`src/rtl/sample_decimator.sv`:
```
// sample_decimator: multi-channel ADC sample decimator in the sample clock domain.
// Reduces the per-cycle sample stream to one result per window of accepted
// samples, per channel: last sample, unsigned max, unsigned min, or (when the
// DECIM_AVG_EN macro is defined) a power-of-two boxcar average.
// Without DECIM_AVG_EN, mode 11 behaves as mode 00 and no sum accumulators exist.
module sample_decimator #(
  parameter int N        = 12,
  parameter int CH       = 2,
  parameter int RW       = 16,
  parameter int MAX_LOG2 = 8
) (
  input  logic            clk,
  input  logic            reset,
  input  logic            in_valid,
  input  logic [CH*N-1:0] d,
  input  logic [RW-1:0]   ratio,
  input  logic [1:0]      mode,
  input  logic            hold,
  output logic            out_valid,
  output logic [CH*N-1:0] q,
  output logic            busy
);

  localparam int AW = N + MAX_LOG2;

  logic [RW-1:0]   count_q, count_d;
  logic [RW-1:0]   ratioL_q, ratioL_d;
  logic [1:0]      modeL_q, modeL_d;
  logic [CH*N-1:0] maxAcc_q, maxAcc_d;
  logic [CH*N-1:0] minAcc_q, minAcc_d;
  logic [CH*N-1:0] result_q, result_d;
  logic            outValid_q, outValid_d;

  logic            windowStart;
  logic            closing;
  logic [RW-1:0]   effRatio;
  logic [1:0]      effMode;
  logic [RW-1:0]   lastIdx;
  logic [N-1:0]    sample, curMax, curMin, newMax, newMin, res;

`ifdef DECIM_AVG_EN
  logic [CH*AW-1:0] sumAcc_q, sumAcc_d;
  logic [AW-1:0]    curSum, newSum;
  logic [RW-1:0]    kExp;
`endif

  assign out_valid = outValid_q;
  assign q         = result_q;
  assign busy      = (count_q != '0);

  // Window bookkeeping and per-channel reduction; the first sample of a window
  // uses the live ratio/mode inputs and reloads every accumulator.
  always_comb begin
    windowStart = (count_q == '0);
    effRatio    = windowStart ? ratio : ratioL_q;
    effMode     = windowStart ? mode  : modeL_q;
    lastIdx     = (effRatio == '0) ? '0 : effRatio - RW'(1);
`ifdef DECIM_AVG_EN
    kExp = (effRatio > RW'(MAX_LOG2)) ? RW'(MAX_LOG2) : effRatio;
    if (effMode == 2'b11) begin
      lastIdx = (RW'(1) << kExp) - RW'(1);
    end
    sumAcc_d = sumAcc_q;
    curSum   = '0;
    newSum   = '0;
`endif
    closing    = in_valid && (count_q == lastIdx);
    ratioL_d   = (windowStart && in_valid) ? ratio : ratioL_q;
    modeL_d    = (windowStart && in_valid) ? mode  : modeL_q;
    count_d    = count_q;
    if (in_valid) begin
      count_d = closing ? '0 : count_q + RW'(1);
    end
    outValid_d = closing && !hold;
    maxAcc_d   = maxAcc_q;
    minAcc_d   = minAcc_q;
    result_d   = result_q;
    sample     = '0;
    curMax     = '0;
    curMin     = '0;
    newMax     = '0;
    newMin     = '0;
    res        = '0;
    for (int c = 0; c < CH; c++) begin
      sample = d[c*N +: N];
      curMax = maxAcc_q[c*N +: N];
      curMin = minAcc_q[c*N +: N];
      newMax = (windowStart || (sample > curMax)) ? sample : curMax;
      newMin = (windowStart || (sample < curMin)) ? sample : curMin;
`ifdef DECIM_AVG_EN
      curSum = sumAcc_q[c*AW +: AW];
      newSum = windowStart ? AW'(sample) : curSum + AW'(sample);
`endif
      if (in_valid) begin
        maxAcc_d[c*N +: N] = newMax;
        minAcc_d[c*N +: N] = newMin;
`ifdef DECIM_AVG_EN
        sumAcc_d[c*AW +: AW] = newSum;
`endif
      end
      case (effMode)
        2'b01:   res = newMax;
        2'b10:   res = newMin;
`ifdef DECIM_AVG_EN
        2'b11:   res = N'(newSum >> kExp);
`endif
        default: res = sample;
      endcase
      if (closing && !hold) begin
        result_d[c*N +: N] = res;
      end
    end
  end

  // State registers; reset drops any partial window and wins over in_valid.
  always_ff @(posedge clk) begin
    if (reset) begin
      count_q    <= '0;
      ratioL_q   <= ratio;
      modeL_q    <= mode;
      maxAcc_q   <= '0;
      minAcc_q   <= '1;
      result_q   <= '0;
      outValid_q <= 1'b0;
`ifdef DECIM_AVG_EN
      sumAcc_q   <= '0;
`endif
    end else begin
      count_q    <= count_d;
      ratioL_q   <= ratioL_d;
      modeL_q    <= modeL_d;
      maxAcc_q   <= maxAcc_d;
      minAcc_q   <= minAcc_d;
      result_q   <= result_d;
      outValid_q <= outValid_d;
`ifdef DECIM_AVG_EN
      sumAcc_q   <= sumAcc_d;
`endif
    end
  end

endmodule

```
`config.mk`:
```
export PLATFORM = sky130hd
export DESIGN_NAME = sample_decimator
export DESIGN_NICKNAME = d
export VERILOG_FILES = /design/src/rtl/sample_decimator.sv
export SDC_FILE = /design/constraint.sdc
export NUM_CORES = 1
export LEC_CHECK = 0
export ABC_AREA = 1
export CORE_MARGIN = 2
export CORE_UTILIZATION = 50
export CTS_CLUSTER_DIAMETER = 200
export DETAILED_ROUTE_END_ITERATION = 16
export GPL_TIMING_DRIVEN = 1
export PLACE_DENSITY = 0.71
export SLEW_MARGIN = 25
export SYNTH_ARGS = -nofsm -noshare
export SYNTH_HDL_FRONTEND = slang
export SYNTH_SLANG_ARGS = --single-unit
```
`constraint.sdc`:
```
create_clock -name clk -period 7.81 [get_ports clk]
set_clock_uncertainty 0.05 [all_clocks]
set_input_delay 2.343 -clock clk [delete_from_list [all_inputs] [get_ports clk]]
set_output_delay 2.343 -clock clk [all_outputs]
set_load 0.02 [all_outputs]
```
# Yosys cells after proc, flatten, opt, wreduce, memory -nomap -nowiden
# Cells that the tools add are included.
[word_totals]
input_bits = 46
reg_bits = 107
[classes]
n_eq_ne = 3
add_sub_neg = 2
muxes = 14
n_lt_le_gt_ge = 4
n_reduce_logical = 12
[ops]
columns = ["cell", "n"]
rows = [
  ["16-bit two-way mux", 5],
  ["12-bit two-way mux", 4],
  ["12-bit one-hot mux with 2 select lines", 2],
  ["16-bit zero test", 2],
  ["12-bit > comparator", 2],
  ["12-bit < comparator", 2],
  ["16-bit by 1-bit adder with 16-bit output (second input constant)", 1],
  ["16-bit == test", 1],
  ["16-bit nonzero test", 1],
  ["16-bit by 1-bit subtractor with 16-bit output (second input constant)", 1],
  ["2-bit two-way mux", 3],
  ["1-bit logical OR", 4],
  ["1-bit logical AND", 3],
  ["2-bit by 1-bit == test with 1-bit output (second input constant)", 1],
  ["2-bit == test (second input constant)", 1],
  ["2-bit nonzero test", 1],
  ["1-bit zero test", 1],
]

# Logic depth before layout (Yosys ltp)
[logic_depth]
word_depth = 7
ltp_mapped = 28

# Worst setup path before layout
# No wires, ideal clock.
[synth_timing]
path_kind = "input -> register"
from = "input port ratio[0]"
to = "register result_q[10] (netlist: q[10])"
stages = 18
setup_ns = 0.113
n_path_buf = 2
arrival_time_ns = 4.244
setup_slack_ns = 3.403
path_cell_list = "nand3b_1 -> nand2_2 -> ha_1 -> inv_1 -> nor2_1 -> nand2_1 -> nor2_2 -> nand2_4 -> buf_6 -> nand3_2 -> nand3_1 -> nor2_1 -> nand2_2 -> nor2_8 -> nand4_4 -> buf_2 -> nor2_1 -> nor2_1"
[synth_via]
elab_chain_len = 6
[synth_lines]
columns = ["element", "line", "text"]
rows = [
  ["start, declared", "16", "input logic [RW-1:0] ratio,"],
  ["16-bit two-way mux *", "55", "effRatio = windowStart ? ratio : ratioL_q;"],
  ["16-bit by 1-bit subtractor with 16-bit output / 16-bit zero test (equally long branches)", "57", "lastIdx = (effRatio == '0) ? '0 : effRatio - RW'(1);"],
  ["16-bit two-way mux *", "57", ""],
  ["16-bit == test *", "67", "closing = in_valid && (count_q == lastIdx);"],
  ["1-bit logical AND *", "67", ""],
  ["1-bit logical AND *", "109", "if (closing && !hold) begin"],
  ["end signal, assigned", "134", "result_q <= result_d;"],
  ["end, declared", "31", "logic [CH*N-1:0] result_q, result_d;"],
]
# Every way passes the cells marked *; elsewhere a longest branch is shown, timed or not.
# A chain may end at the register's enable or synchronous reset.

# Worst setup path after layout
[layout_timing]
from = "input port d[19]"
to = "register result_q[12] (netlist: q[12])"
[layout_via]
elab_chain_len = 4
[layout_lines]
columns = ["element", "line", "text"]
rows = [
  ["start, declared", "15", "input logic [CH*N-1:0] d,"],
  ["12-bit < comparator / 12-bit > comparator (equally long branches)", "89, 88", ""],
  ["1-bit logical OR (on tied branches)", "89, 88", ""],
  ["12-bit two-way mux (on tied branches)", "89, 88", ""],
  ["12-bit one-hot mux with 2 select lines *", "101", "case (effMode)"],
]
# Marked as above.

==> metrics <==
gate count after technology mapping=roughly 1200; final wirelength=20530 um; Final Hold Fails=0; Worst EP arrival=about 5.4 ns; area of the multi-input gates=between 4000 and 5000 um2; crit-path max cell delay=just over 0.5 ns; WP data required=8.05 ns; final setup fails=0; crit start category=input port; slew margin rel.=between 30% and 40%; initial core utilization=around half; post_cts resized=0; TNS Setup=0 ns; Top FF cell, synth=dfxtp_1; grt total ovfl=0; clock root buffer=clkbuf_16; synthesized area=between 7000 and 8000 um2; synth top area cells=dfxtp_1 (23%), nand2_1 (16%), inv_1 (9.0%); CP most frequent cell=nand2_1; cts bufs inserted=9; Finished Cell Area=8979 um2; Ant. Diodes=0; pin count of the biggest net entering global routing=67; Clock transition at path regs=0.08 ns; Fill cells=between 1500 and 2000; register area share after synthesis=between 20% and 30%; CTS max path bufs=2; vias in the first global route=approximately 6600; row cnt=45; cell taking the most area after synthesis=dfxtp_1; crit share post-route=~65%; crit path max fanout=24; Setup Fix Bufs, Post-CTS=0; die height=129.6 um; die area=about 17000 um2; CTS sink cnt=about 110; synth cell count leaders=nand2_1 (332), inv_1 (189), nor2_1 (114); core footprint=between 15000 and 20000 um2; Global Route Usage Sum=24.91%; RSZ-0062 raised after global routing=no; delay-heaviest family, CP=simple AND/OR/NAND/NOR gates; Final Util=approximately three fifths; Peak VDD IR=roughly 0.12 mV; Critical Path Slowest Stage Cell=clkdlybuf4s50_1; hold buffers post-CTS=0; Final ANT Viol Nets=0; synthesized area per cell=between 6 and 7 um2; most frequent cell after synthesis=nand2_1; first-pass GRT wire length=33240 um; vias post-DR=around 8000; H-tree Lvls=3; # nets final=between 1000 and 1500; initial antenna violation count=0; Seq cells post-synth=107; Yosys top cell area share=between 20% and 30%; static leakage=4.600 nW; share of cells above drive strength 1=5.185%; Iteration-0 DRC Markers=565; async set or reset register ratio after synthesis=0%; First-pass DRT Iterations=5; die width=~130 um; MaxCap Viol Count=0; Synth Net Count=approximately 1300; port bufs=71; Worst Hold Class=register to register; Peak Freq=between 150 and 200 MHz; Synthesis Warnings=0; Pwr Density=about 170 nW/um2; dpl hpwl=14700 um; status=finished clean; CTS tree=yes; DRC viols=0; critical path, cell by cell=clkdlybuf4s50_1 -> ha_1 -> nand2_1 -> nor3_1 -> nand3_1 -> o21ai_0 -> nand2_1 -> o21ai_0 -> nand2_1 -> o211ai_1 -> nand2_1 -> nand4_1 -> nand2_1 -> nor2_1; Least-Margin Pin Slew=0.9579 ns; Post-synth EDFFs=18; CP bufs+invs=1; Placer Congestion=around 0.95; Crit. End Element=register; post-detailed-route wirelength per cell=~14 um; crit path time final=approximately 5.1 ns; Crit Path Class=input port to register; Distinct cells, synth=35; I/O pins=around 70; Reg area=approximately 2300 um2; vias per cell=between 5 and 6; Slew Viols, Final=0; Post-DP Area=approximately 8700 um2; Area Growth Syn to Fin=13.80%; worst skew pair latency=approximately 0.36 ns
==> through the flow <==
step / std cells / worst slack (ns) / total power [W] / hold slack, ns
2_1_floorplan: 1229 / 3.403 / 0.0009500 / 0.4041
3_3_place_gp: 1468 / 2.463 / 0.001068 / 0.4230
3_5_place_dp: 1468 / 2.478 / 0.001071 / 0.4334
4_1_cts: 1484 / 2.821 / 0.001572 / 0.4490
5_1_grt: 1484 / 2.377 / 0.001662 / 0.4760
6_report: 1484 / 2.708 / 0.001564 / 0.4488
==> worst paths after layout <==
check | from | end | slack (ns) | cells past startpoint
worst max-delay path | d[19] | q[12]$_SDFFE_PP0P_ | 2.71 | 14
worst min-delay path | minAcc_q[1]$_SDFFE_PP1P_ | minAcc_q[1]$_SDFFE_PP1P_ | 0.45 | 2
worst max register to register | count_q[0]$_SDFFE_PP0P_ | q[6]$_SDFFE_PP0P_ | 3.71 | 25
worst min register to register | minAcc_q[1]$_SDFFE_PP1P_ | minAcc_q[1]$_SDFFE_PP1P_ | 0.45 | 2
==> where the power goes <==
group / switching, W / total [W] / internal, W
sequential: 0.0000179 / 0.000609 / 0.000591
clock: 0.000232 / 0.000497 / 0.000265
combinational: 0.000301 / 0.000458 / 0.000156
total: 0.000551 / 0.00156 / 0.00101
==> area by class of cell <==
cell class,instances,share of cell area (%)
inverters,196,8.194
well taps,211,2.940
flip-flops and latches,107,25.86
clock inverters,6,0.8501
multi-input cells,877,51.07
repair buffers,77,8.417
clock buffers,10,2.662
==> flip-flops by register name (all words and copies together), names as in the netlist <==
| register | count |
|---|---|
| ratioL_q | 16 |
| count_q | 16 |
| modeL_q | 2 |
| maxAcc_q | 24 |
| q | 24 |
| out_valid | 1 |
| minAcc_q | 24 |
==> cell families after synthesis <==
family	count (synthesis)	synth area share, %
simple gates	595	33.73
fa+ha+maj	52	8.246
flops	107	29.43
compound gates	226	15.70
buf+inv	245	12.45
xor+xnor	4	0.4440
==> placed cells by master (no fill, tap or decap), types with 4 or more instances in the layout <==
master / count
edfxtp_1: 18
nand3b_1: 10
xor2_1: 4
o211ai_1: 27
ha_1: 52
nand2_2: 9
inv_1: 189
o22ai_1: 17
nor2_1: 114
nand3_1: 60
buf_4: 6
o21ai_0: 110
nor3_1: 9
dfxtp_1: 89
inv_2: 5
nor2_4: 8
nand4_1: 31
clkbuf_16: 9
nand3_2: 4
nand2_1: 332
clkdlybuf4s50_1: 71
nor2_2: 10
a21oi_1: 63
nand2_4: 4
==> per-layer routing <==
metal / global-route usage (%) / wire [um]
met5: 0 / 0
met4: 7.084 / 291
met3: 3.633 / 1337
met2: 36.53 / 8659
met1: 37.83 / 10240
==> worst min-delay path, stage by stage, from the launching register on <==
cell and delay [ns]:
dfxtp_1 0.34, a21oi_1 0.06, o21ai_0 0.06
Note: power is estimated with default switching activity, not from simulation.
